## src/rtl/adc_pkg.sv

```systemverilog
// Shared types and constants for the ADC scan sequencer.
// State encoding, bus widths, result payload and a lowest-set-bit helper.
package adc_pkg;

   localparam int unsigned ADC_W  = 12;
   localparam int unsigned CH_W   = 3;
   localparam int unsigned NUM_CH = 8;

   typedef enum logic [2:0] {
      IDLE,
      ISSUE,
      WAIT_ACK,
      WAIT_DONE,
      PUBLISH,
      NEXT,
      GAP
   } state_t;

   typedef struct packed {
      logic [CH_W-1:0]  ch;
      logic [ADC_W-1:0] data;
   } result_t;

   // Index of the lowest set bit; 0 when the mask is empty.
   function automatic logic [CH_W-1:0] lowest_ch(input logic [NUM_CH-1:0] m);
      logic [CH_W-1:0] r;
      r = '0;
      for (int i = NUM_CH - 1; i >= 0; i--) begin
         if (m[i]) r = CH_W'(i);
      end
      return r;
   endfunction

endpackage

```

## src/rtl/adc_next_channel.sv

```systemverilog
// Combinational priority finder: lowest set mask bit strictly above the current channel.
// No wrap; found is low when no higher channel is enabled.
module adc_next_channel
   import adc_pkg::*;
(
   input  logic [NUM_CH-1:0] mask,
   input  logic [CH_W-1:0]   cur,
   output logic [CH_W-1:0]   nxt,
   output logic              found
);

   always_comb begin
      nxt   = '0;
      found = 1'b0;
      // Descending walk so the lowest qualifying index is written last.
      for (int i = NUM_CH - 1; i >= 0; i--) begin
         if (mask[i] && (i > int'(cur))) begin
            nxt   = CH_W'(i);
            found = 1'b1;
         end
      end
   end

endmodule

```

## src/rtl/adc_scan_sequencer.sv

```systemverilog
// Scans enabled ADC channels, averages 2^AVG_LOG2 samples each, keeps the latest
// averaged result per channel in a bank and strobes each new result downstream.
module adc_scan_sequencer
   import adc_pkg::*;
#(
   parameter int unsigned AVG_LOG2 = 2,
   parameter int unsigned TIMEOUT  = 127,
   parameter int unsigned SCAN_GAP = 0
) (
   input  logic              CLK,
   input  logic              RST,
   input  logic              EN,
   input  logic [NUM_CH-1:0] CH_MASK,
   output logic [CH_W-1:0]   ADC_ADDR,
   output logic              ADC_START,
   input  logic              ADC_BUSY,
   input  logic [ADC_W-1:0]  ADC_DATA,
   output logic              RES_VALID,
   output logic [CH_W-1:0]   RES_CH,
   output logic [ADC_W-1:0]  RES_DATA,
   output logic              SCAN_DONE,
   input  logic [CH_W-1:0]   RD_ADDR,
   output logic [ADC_W-1:0]  RD_DATA,
   output logic              ERR,
   output logic [CH_W-1:0]   ERR_CH,
   input  logic              ERR_CLR
);

   localparam int unsigned ACC_W = ADC_W + AVG_LOG2;
   localparam int unsigned CNT_W = AVG_LOG2 + 1;
   localparam int unsigned TMO_W = $clog2(TIMEOUT + 1);
   localparam int unsigned GAP_W = (SCAN_GAP > 0) ? $clog2(SCAN_GAP + 1) : 1;
   localparam logic [CNT_W-1:0] N_SAMPLES = CNT_W'(2 ** AVG_LOG2);

   state_t            state_q, state_d;
   logic [NUM_CH-1:0] scan_mask_q, scan_mask_d;
   logic [CH_W-1:0]   ch_q, ch_d;
   logic              start_q, start_d;
   logic [ACC_W-1:0]  acc_q, acc_d;
   logic [CNT_W-1:0]  cnt_q, cnt_d;
   logic [TMO_W-1:0]  tmo_q, tmo_d;
   logic [GAP_W-1:0]  gap_q, gap_d;
   result_t           res_q, res_d;
   logic              res_valid_q, res_valid_d;
   logic              scan_done_q, scan_done_d;
   logic              err_q, err_d;
   logic [CH_W-1:0]   err_ch_q, err_ch_d;
   logic              bank_we;
   logic [ADC_W-1:0]  bank [NUM_CH];

   logic [CH_W-1:0]   next_ch;
   logic              next_found;
   logic              tmo_hit;
   logic [CNT_W-1:0]  cnt_inc;

   adc_next_channel u_next (
      .mask  (scan_mask_q),
      .cur   (ch_q),
      .nxt   (next_ch),
      .found (next_found)
   );

   assign tmo_hit = (tmo_q >= TMO_W'(TIMEOUT - 1));
   assign cnt_inc = cnt_q + CNT_W'(1);

   always_ff @(posedge CLK or negedge RST) begin
      if (!RST) state_q <= IDLE;
      else      state_q <= state_d;
   end

   // Next-state and registered-output logic.
   always_comb begin
      state_d     = state_q;
      scan_mask_d = scan_mask_q;
      ch_d        = ch_q;
      start_d     = 1'b0;
      acc_d       = acc_q;
      cnt_d       = cnt_q;
      tmo_d       = tmo_q;
      gap_d       = gap_q;
      res_d       = res_q;
      res_valid_d = 1'b0;
      scan_done_d = 1'b0;
      err_d       = err_q & ~ERR_CLR;
      err_ch_d    = err_ch_q;
      bank_we     = 1'b0;

      case (state_q)
         IDLE: begin
            acc_d = '0;
            cnt_d = '0;
            if (EN && (CH_MASK != '0)) begin
               scan_mask_d = CH_MASK;
               ch_d        = lowest_ch(CH_MASK);
               start_d     = 1'b1;
               state_d     = ISSUE;
            end
         end
         ISSUE: begin
            tmo_d   = '0;
            state_d = WAIT_ACK;
         end
         WAIT_ACK, WAIT_DONE: begin
            tmo_d = tmo_q + TMO_W'(1);
            if ((state_q == WAIT_ACK) && ADC_BUSY) begin
               state_d = WAIT_DONE;
            end else if ((state_q == WAIT_DONE) && !ADC_BUSY) begin
               if (!EN) begin
                  // Conversion finished after EN dropped: drop the partial average.
                  acc_d   = '0;
                  cnt_d   = '0;
                  state_d = IDLE;
               end else begin
                  acc_d = acc_q + ACC_W'(ADC_DATA);
                  cnt_d = cnt_inc;
                  if (cnt_inc == N_SAMPLES) begin
                     state_d = PUBLISH;
                  end else begin
                     start_d = 1'b1;
                     state_d = ISSUE;
                  end
               end
            end else if (tmo_hit) begin
               err_d       = 1'b1;
               err_ch_d    = ch_q;
               acc_d       = '0;
               cnt_d       = '0;
               scan_done_d = !next_found && EN;
               state_d     = NEXT;
            end
         end
         PUBLISH: begin
            bank_we     = 1'b1;
            res_d.ch    = ch_q;
            res_d.data  = ADC_W'(acc_q >> AVG_LOG2);
            res_valid_d = 1'b1;
            scan_done_d = !next_found && EN;
            acc_d       = '0;
            cnt_d       = '0;
            state_d     = NEXT;
         end
         NEXT: begin
            gap_d = '0;
            if (!EN) begin
               state_d = IDLE;
            end else if (next_found) begin
               ch_d    = next_ch;
               start_d = 1'b1;
               state_d = ISSUE;
            end else begin
               state_d = (SCAN_GAP == 0) ? IDLE : GAP;
            end
         end
         GAP: begin
            gap_d = gap_q + GAP_W'(1);
            if (gap_q == GAP_W'(SCAN_GAP - 1)) state_d = IDLE;
         end
         default: state_d = IDLE;
      endcase
   end

   always_ff @(posedge CLK or negedge RST) begin
      if (!RST) begin
         scan_mask_q <= '0;
         ch_q        <= '0;
         start_q     <= 1'b0;
         acc_q       <= '0;
         cnt_q       <= '0;
         tmo_q       <= '0;
         gap_q       <= '0;
         res_q       <= '0;
         res_valid_q <= 1'b0;
         scan_done_q <= 1'b0;
         err_q       <= 1'b0;
         err_ch_q    <= '0;
         for (int i = 0; i < NUM_CH; i++) bank[i] <= '0;
      end else begin
         scan_mask_q <= scan_mask_d;
         ch_q        <= ch_d;
         start_q     <= start_d;
         acc_q       <= acc_d;
         cnt_q       <= cnt_d;
         tmo_q       <= tmo_d;
         gap_q       <= gap_d;
         res_q       <= res_d;
         res_valid_q <= res_valid_d;
         scan_done_q <= scan_done_d;
         err_q       <= err_d;
         err_ch_q    <= err_ch_d;
         if (bank_we) bank[ch_q] <= res_d.data;
      end
   end

   assign ADC_ADDR  = ch_q;
   assign ADC_START = start_q;
   assign RES_VALID = res_valid_q;
   assign RES_CH    = res_q.ch;
   assign RES_DATA  = res_q.data;
   assign SCAN_DONE = scan_done_q;
   assign ERR       = err_q;
   assign ERR_CH    = err_ch_q;
   assign RD_DATA   = bank[RD_ADDR];

endmodule

```

## config.mk

```make
export PLATFORM = sky130hd
export DESIGN_NAME = adc_scan_sequencer
export DESIGN_NICKNAME = d
export VERILOG_FILES = /design/src/rtl/adc_pkg.sv /design/src/rtl/adc_next_channel.sv /design/src/rtl/adc_scan_sequencer.sv
export SDC_FILE = /design/constraint.sdc
export NUM_CORES = 1
export LEC_CHECK = 0
export BUFFER_PORTS_ARGS = -buffer_cell sky130_fd_sc_hd__clkbuf_2
export CORE_UTILIZATION = 45
export DETAILED_ROUTE_END_ITERATION = 8
export GPL_TIMING_DRIVEN = 1
export PLACE_DENSITY_LB_ADDON = 0.12
export SETUP_SLACK_MARGIN = 0.1
export SLEW_MARGIN = 20
export SYNTH_ARGS = -nofsm -noshare
export SYNTH_HDL_FRONTEND = slang
export SYNTH_SLANG_ARGS = --single-unit
export TNS_END_PERCENT = 50
```

## constraint.sdc

```tcl
create_clock -name CLK -period 5.59 [get_ports CLK]
set_input_delay 0.559 -clock CLK [delete_from_list [all_inputs] [get_ports CLK]]
set_output_delay 0.559 -clock CLK [all_outputs]
set_load 0.01 [all_outputs]
```

=== Word level (Yosys, flattened, before mapping) ===
Cells that the tools add are included.
W data, S select, Z words.

* Register bits after elaboration: 157
* Output and inout port bits: 37
* Input port bits: 28
* Word-level logic and storage cells: 156

* Order comparisons: 11
* Reduce and logical (&&, ||, !) cells: 27
* Multiplexer cells: 72
* $add $sub $neg: 4
* Eq/ne operators: 14
* Bitwise operators: 6

{| class="wikitable"
|+ Operators with widths
! cell !! count
|-
| $bwmux W96 || 1
|-
| $mux W3 || 29
|-
| $mux W14 || 4
|-
| $mux W12 || 4
|-
| $bmux W12 S3 || 1
|-
| $demux W12 S3 || 1
|-
| $pmux W14 S2 || 1
|-
| $mux W1 || 24
|-
| $pmux W3 S6 || 1
|-
| $add A14 B12 Y14 || 1
|-
| $pmux W7 S2 || 1
|-
| $eq A3 B3 Y1 const B || 4
|-
| $gt A3 B3 Y1 const A || 4
|-
| $logic_and A1 B1 Y1 || 12
|-
| $pmux W3 S2 || 2
|-
| $ne A2 B2 Y1 const B || 5
|-
| $ge A4 B4 Y1 const B || 2
|-
| $not A3 Y4 || 2
|-
| $reduce_and A4 Y1 || 2
|-
| $reduce_bool A2 Y1 || 4
|-
| $reduce_bool A8 Y1 || 1
|-
| $add A7 B1 Y7 const B || 1
|-
| $ge A7 B7 Y1 const B || 1
|-
| $eq A3 B2 Y1 const B || 2
|-
| 17 further kinds || 24
|}

=== Depth between registers and ports, before layout ===
Gate-level depths: netlist of run 1.

* Depth in word-level cells: 15
* Depth in mapped cells: 8
* Depth with buffers taken out: 8

=== Cells and area by module ===
Synthesis of run 1 repeated with hierarchy kept, for this count alone.

* Cell total of the unflattened synthesis: 740
* Area total of the unflattened synthesis: 7673.6 um2

{| class="wikitable"
|+ Modules (own cells, without submodules)
! module !! cells each !! seq. area each (um2) !! instances !! area each (um2)
|-
| adc_scan_sequencer || 712 || 3928.8 || 1 || 7504.7
|-
| adc_next_channel || 28 || 0.0 || 1 || 168.9
|}

=== Worst setup path after synthesis of run 1 ===
OpenSTA, ideal clock, no wires.

* Path type: input -> output
* From: input RD_ADDR[0]
* To: output RD_DATA[0]
* Buffers on the path: 2
* Setup slack: 3.182 ns
* Required time: 5.031 ns
* Arrival time: 1.849 ns
* Stages: 4
* Path through: buf_2 > buf_2 > mux4_2 > mux2_2

* Longest elaborated chain between the ends: 4

{| class="wikitable"
|+ Ends and longest elaborated chain
! item !! RTL line !! RTL
|-
| from (decl) || adc_scan_sequencer.sv:22 || <nowiki>input logic [CH_W-1:0] RD_ADDR,</nowiki>
|-
| $not A3 Y4 (implied by the code) || adc_scan_sequencer.sv:202 || <nowiki>assign RD_DATA = bank[RD_ADDR];</nowiki>
|-
| $bmux W12 S3 || adc_scan_sequencer.sv:202 ||
|-
| $mux W12 (implied by the code) (2 in a row) || adc_scan_sequencer.sv:202 ||
|-
| to (decl) || adc_scan_sequencer.sv:23 || <nowiki>output logic [ADC_W-1:0] RD_DATA,</nowiki>
|}

No other way between the ends. The select of a mux whose other input is x is not followed.

=== Final worst setup path of run 1 ===
* From: register state_q[1]
* To: register bank[27] (netlist bit)

* Longest elaborated chain between the ends: 3
* Elaborated cells between the ends (all ways): 4
* Classes of those cells: 1 x eq/ne; 3 x mux

{| class="wikitable"
|+ Ends and longest elaborated chain
! item !! RTL line !! RTL
|-
| from (decl) || adc_scan_sequencer.sv:35 || <nowiki>state_t state_q, state_d;</nowiki>
|-
| from (signal assigned) || adc_scan_sequencer.sv:68 || <nowiki>else state_q <= state_d;</nowiki>
|-
| $eq A3 B3 Y1 (*) || adc_scan_sequencer.sv:88 || <nowiki>case (state_q)</nowiki>
|-
| $mux W12 || adc_scan_sequencer.sv:88 ||
|-
| $bwmux W96 || adc_scan_sequencer.sv:190 || <nowiki>if (bank_we) bank[ch_q] <= res_d.data;</nowiki>
|-
| to (signal, indexed assignment) || adc_scan_sequencer.sv:190 ||
|-
| to (decl) || adc_scan_sequencer.sv:49 || <nowiki>logic [ADC_W-1:0] bank [NUM_CH];</nowiki>
|}

Every way passes the cells marked *; elsewhere a longest branch is shown, timed or not.
A chain may end at the register's enable or synchronous reset.

==> impl_metrics.tcl, run 1 <==
set metrics [dict create \
    synth_warnings 0 \
    synthesis.area_um2 7640 \
    tns_ns 0 \
    ys_ff_latch 156 \
    drive_above_1_share 0.220 \
    cts-root-buf "clkbuf_16" \
    cts_made_buffers 17 \
    combPwrFrac 0.275 \
    synth_area_leader_cell "dfrtp_1" \
    maxSlewHeadroom 0.290 \
    drt_wl_total_um 18100 \
    coreArea_um2 16600 \
    multi_input_area_um2 3480 \
    cp_data_required_time_ns 5.89 \
    htreeDepth 4 \
    leakage_uw 0.00410 \
    internal_power_uw 2620 \
    grt_pass1_wl_um 29900 \
    syn2layout_area_growth_pct 14.2 \
    ff_latch_area_um2 3900 \
    synth_flop_cell "dfrtp_1" \
    vias 5610 \
    cts_setup_buffers 0 \
    dpl.hpwl_um 12400 \
    worstPathMaxFanout 24 \
    tritoncts "done" \
    worstMarginPinSlew_ns 1.06 \
    seq_area_frac_synth 0.511 \
    drt_iter0_drc 294 \
    synthTopCellsByArea "dfrtp_1 (51%), mux4_2 (7.1%), o21ai_0 (6.5%), nand2_1 (5.9%), mux2_2 (3.1%)" \
    drt-vias-per-instance 5.59 \
    drc 0 \
    antenna_found_initial 0 \
    yosysTopAreaCellShare 0.511 \
    fmaxAchievable_mhz 311 \
    fillCellCount 1473 \
    crit_arrival_ns 3.51 \
    syn_nets 769 \
    place_area_um2 8080 \
    port_buffers 64 \
    ant_nets 0 \
    antenna_cells 0 \
    maxCapViolations 0 \
    firstDrtPassIters 4 \
    final_area_um2 8730 \
    irDropWorstVdd_mv 0.261 \
    synth_edf_count 0 \
    nets 815 \
    hp-class "input pin to asynchronous set/reset pin" \
    maxSlewViolCount 0 \
    cp-start-kind "register" \
    switchingPower_uw 1390 \
    synth_cell_types 67 \
    grt_overflow 0 \
    rsz0062_at_grt "no" \
    die_h_um 132 \
    die-area_um2 17500 \
    hold_violations 0 \
    finalCritPeriodShare 0.575 \
    path_clk_slew_ns 0.07 \
    setup_viol 0 \
    status "finished clean" \
    cts_hold_buf 0 \
    rows 47 \
    power.share.switching 0.347 \
    die_w_um 132 \
    grt_max_degree 101 \
    finClkSkew_ns 0.00872 \
    synthCells 724 \
    io_pins 65 \
    critical_path_class "register to register" \
    gp_congestion 0.880 \
    clock_sinks 156 \
    async_flop_share 1.00 \
    clockBufferDepth 2 \
    clock_power_share 0.315 \
    pwr_density_cell_nw_per_um2 459 \
    period_minus_slack_ns 3.21 \
    avgSynthCellArea_um2 10.6 \
    grt_pass1_vias 5686 \
    initial_core_util 0.461 \
    seq_power_share 0.410 \
    post_cts_resized 0 \
    endpoint_kind "register" \
    post_drt_wl_per_cell_um 18.1 \
    clock_latency_ns 0.42 \
    track_usage 0.220 \
    synth_most_common_cell "dfrtp_1" \
    synth.cells.most_frequent "dfrtp_1 (156), nand2_1 (120), o21ai_0 (99)" \
]
[sequential cells by signal, summed over array words and instances, names as in the netlist, 3 cells and up]
signal and flops:
bank 96, scan_mask_q 7, ADC_ADDR 3, RES_DATA 12, ERR_CH 3, tmo_q 7
acc_q 14, RES_CH 3, state_q 3, cnt_q 3
[path summary, 6_finish.rpt]
check	startpoint	end	slack [ns]	cells past startpoint
setup reg to reg	state_q[1]	bank[27]	2.38	5
hold reg to reg	bank[77]	bank[77]	0.48	2
min in group CLK	ERR_CLR	ERR	0.39	3
max in group asynchronous	RST	bank[37]	4.14	2
setup / recovery	state_q[1]	bank[27]	2.38	5
hold / removal	RST	bank[21]	0.21	1
[cell usage in the layout, fill, tap and decap left out, types with 3 or more instances in the layout]
cell and n:
a21o_1 8, dfrtp_1 156, mux2_2 21, nor2_2 3
a211o_1 3, a22o_1 6, a31oi_1 3, mux2i_1 9
nor3_1 9, o21a_1 3, nor2b_1 4, mux4_2 24
clkbuf_2 63, a21oi_1 32, or3_1 5, xor2_1 5
inv_6 4, xnor2_1 3, ha_1 16, o21ai_1 21
nand4_1 4, nand2_1 120, inv_1 21, o21bai_1 3
clkbuf_16 17, bufinv_16 4, mux2i_2 7, clkinv_4 3
nor2_1 32, nand3_1 12, a211oi_1 6, nand2b_1 7
o21ai_0 99
[power by group through the flow]
| stage | sequential [µW] | combinational [µW] | clock (µW) |
|---|---|---|---|
| after floorplan | 1560 | 849 | 0 |
| after global placement | 1650 | 1070 | 0 |
| after detailed placement | 1660 | 1100 | 0 |
| after CTS | 1640 | 1110 | 1280 |
| after global routing | 1680 | 1240 | 1330 |
| final | 1640 | 1100 | 1260 |
[metal layers]
metal  track usage  part of all wire  vias up  wire, µm
met2         0.363              0.49      111      8940
met1         0.292              0.46     2804      8260
met5             0                 0        -         0
met3        0.0473             0.038       19       691
met4        0.0645             0.013        0       238
li1              -                 -     2676         -
[through the flow]
stage / utilization / instances / power (µW) / worst slack [ns] / hold WS, ns
after detailed placement: 0.487 / 971 / 2760 / 2.44 / 0.465
after global routing: 0.527 / 1003 / 4260 / 2.09 / 0.312
after global placement: 0.487 / 971 / 2720 / 2.61 / 0.456
final: 0.527 / 1003 / 4010 / 2.38 / 0.215
after floorplan: - / 724 / 2410 / 3.18 / 0.263
after CTS: 0.526 / 1003 / 4030 / 2.43 / 0.284
[critical path, cell delays in order, from the launching register on]
cell	delay, ns
dfrtp_1	0.59
nor2_2	0.27
nand2_1	0.31
inv_2	0.47
nand4_1	0.91
o21ai_0	0.53
[kinds of logic (layout without fill, tap and decap cells)]
| kind of cell | after synthesis | in the layout | synth area share |
|---|---|---|---|
| simple gates | 213 | 213 | 0.128 |
| compound gates | 204 | 204 | 0.158 |
| xor+xnor | 8 | 8 | 0.00917 |
| flops | 156 | 156 | 0.511 |
| mux | 63 | 63 | 0.130 |
| buf+inv | 63 | 122 | 0.0354 |
| fa+ha+maj | 17 | 17 | 0.0288 |
[layout make-up]
type | instances | share of cell area
inverter | 24 | 0.0105
multi-input combinational | 505 | 0.398
tap | 220 | 0.0315
sequential | 156 | 0.447
clock inverter | 14 | 0.0235
clock buffer | 18 | 0.0503
timing repair buffer | 66 | 0.0391
(Power assumes the default switching activity.)
==> run 2, diff against run 1 <==
clock period = 3 ns   (was 5.59 ns; I/O delays follow)
==> impl_metrics.tcl, run 2 (synthesized netlist as in run 1, its figures left out) <==
set metrics [dict create \
    die_h_um 132 \
    maxSlewViolCount 0 \
    antenna_cells 0 \
    grt_pass1_vias 5858 \
    final_area_um2 8820 \
    setup_slack_ns 0.376 \
    period_minus_slack_ns 2.62 \
    finalCritPeriodShare 0.875 \
    worstMarginPinSlew_ns 0.898 \
    setup_viol 0 \
    leakage_uw 0.00414 \
    endpoint_kind "register" \
    post_cts_resized 0 \
    irDropWorstVdd_mv 0.517 \
    place_area_um2 8180 \
    hp-class "input pin to register" \
    cts-root-buf "clkbuf_16" \
    syn2layout_area_growth_pct 15.4 \
    cp-start-kind "register" \
    post_drt_wl_per_cell_um 18.2 \
    top_register "bank" \
    drt_wl_total_um 18500 \
    worstPathMaxFanout 16 \
    clock_latency_ns 0.42 \
    path_clk_slew_ns 0.07 \
    antenna_found_initial 0 \
    grt_max_degree 119 \
    pre_cts_ws_ns 0.447 \
    clockBufferDepth 2 \
    initial_core_util 0.461 \
    htreeDepth 4 \
    maxSlewHeadroom 0.401 \
    gp_congestion 0.854 \
    vias 5659 \
    crit_arrival_ns 2.90 \
    drc 0 \
    drt_iter0_drc 357 \
    mostFrequentLayoutCell "dfrtp_1" \
    hold_violations 0 \
    pwr_density_cell_nw_per_um2 841 \
    largest_register_ffs 96 \
    io_pins 65 \
    clock_sinks 156 \
    r2r_setup_slack_ns 0.38 \
    coreArea_um2 16600 \
    finClkSkew_ns 0.00735 \
    die_w_um 132 \
    layout_common_cells "dfrtp_1 (156), nand2_1 (120), o21ai_0 (99), clkbuf_2 (63)" \
    critical_path_class "register to register" \
    nets 826 \
    tns_ns 0 \
    grt_overflow 0 \
    port_buffers 64 \
    rsz0062_at_grt "no" \
    firstDrtPassIters 5 \
    die-area_um2 17500 \
    dpl.hpwl_um 12400 \
    maxCapViolations 0 \
    rows 47 \
    cp_data_required_time_ns 3.27 \
    ant_nets 0 \
    fmaxAchievable_mhz 381 \
    track_usage 0.228 \
    drive_above_1_share 0.228 \
    status "finished clean" \
    grt_pass1_wl_um 30900 \
    cts_made_buffers 17 \
    drt-vias-per-instance 5.58 \
    tritoncts "done" \
]
[run 2: cell types whose count changed in the layout (fill, tap and decap cells not counted)]
cell           delta
buf_4             +8
clkinvlp_4        +4
buf_12            +2
clkinv_4          -2
inv_6             -2
clkbuf_1          +1
clkbuf_8          -1
clkinv_2          +1
dlygate4sd3_1     +1
inv_8             -1
[run 2: path summary, 6_finish.rpt]
| check | start | endpoint | cells past startpoint |
|---|---|---|---|
| worst max-delay path | state_q[1] | bank[84] | 5 |
| worst min-delay path | ERR_CLR | ERR | 3 |
| worst max register to register | state_q[1] | bank[84] | 5 |
| worst min register to register | bank[46] | bank[46] | 2 |
| max in group asynchronous | RST | bank[90] | 3 |
| min in group asynchronous | RST | bank[47] | 2 |
[run 2: where the power goes]
part	internal (µW)	switching (µW)	total, µW
sequential	2570	478	3050
clock	1390	875	2270
combinational	892	1210	2100
[run 2: final cells by class]
type	instances	area, µm²
Tap cell	220	275
Fill cell	1542	7760
Sequential cell	156	3900
Inverter	24	91.3
Clock inverter	14	194
Timing Repair Buffer	77	452
Multi-Input combinational cell	505	3480
Clock buffer	18	429
[run 2: worst max-delay path: stages (launching register included)]
cell     delay [ns]
dfrtp_1        0.57
nor2_2         0.26
nand2_1        0.32
inv_2          0.47
mux2i_1        0.62
o21ai_0        0.22
[run 2: repair_timing]
item	CTS	global route
buffers inserted	0	0
endpoints found under the hold margin	38	0
hold buffers	1	0
[run 2: per-stage QoR]
stage	utilization	hold slack, ns	total power (µW)	cells
floorplan	-	0.00441	4480	724
global placement	0.493	0.226	5100	981
detailed placement	0.493	0.233	5170	981
CTS	0.532	0.121	7460	1014
global route	0.532	0.129	7880	1014
finish	0.532	0.135	7420	1014
[run 2: per-layer routing]
layer,track usage,wire length (µm),share of wire,vias to the layer above
li1,-,-,-,2698
met4,0.0773,275,0.015,0
met5,0,0,0,-
met3,0.0419,740,0.040,23
met2,0.374,8970,0.49,117
met1,0.305,8500,0.46,2821
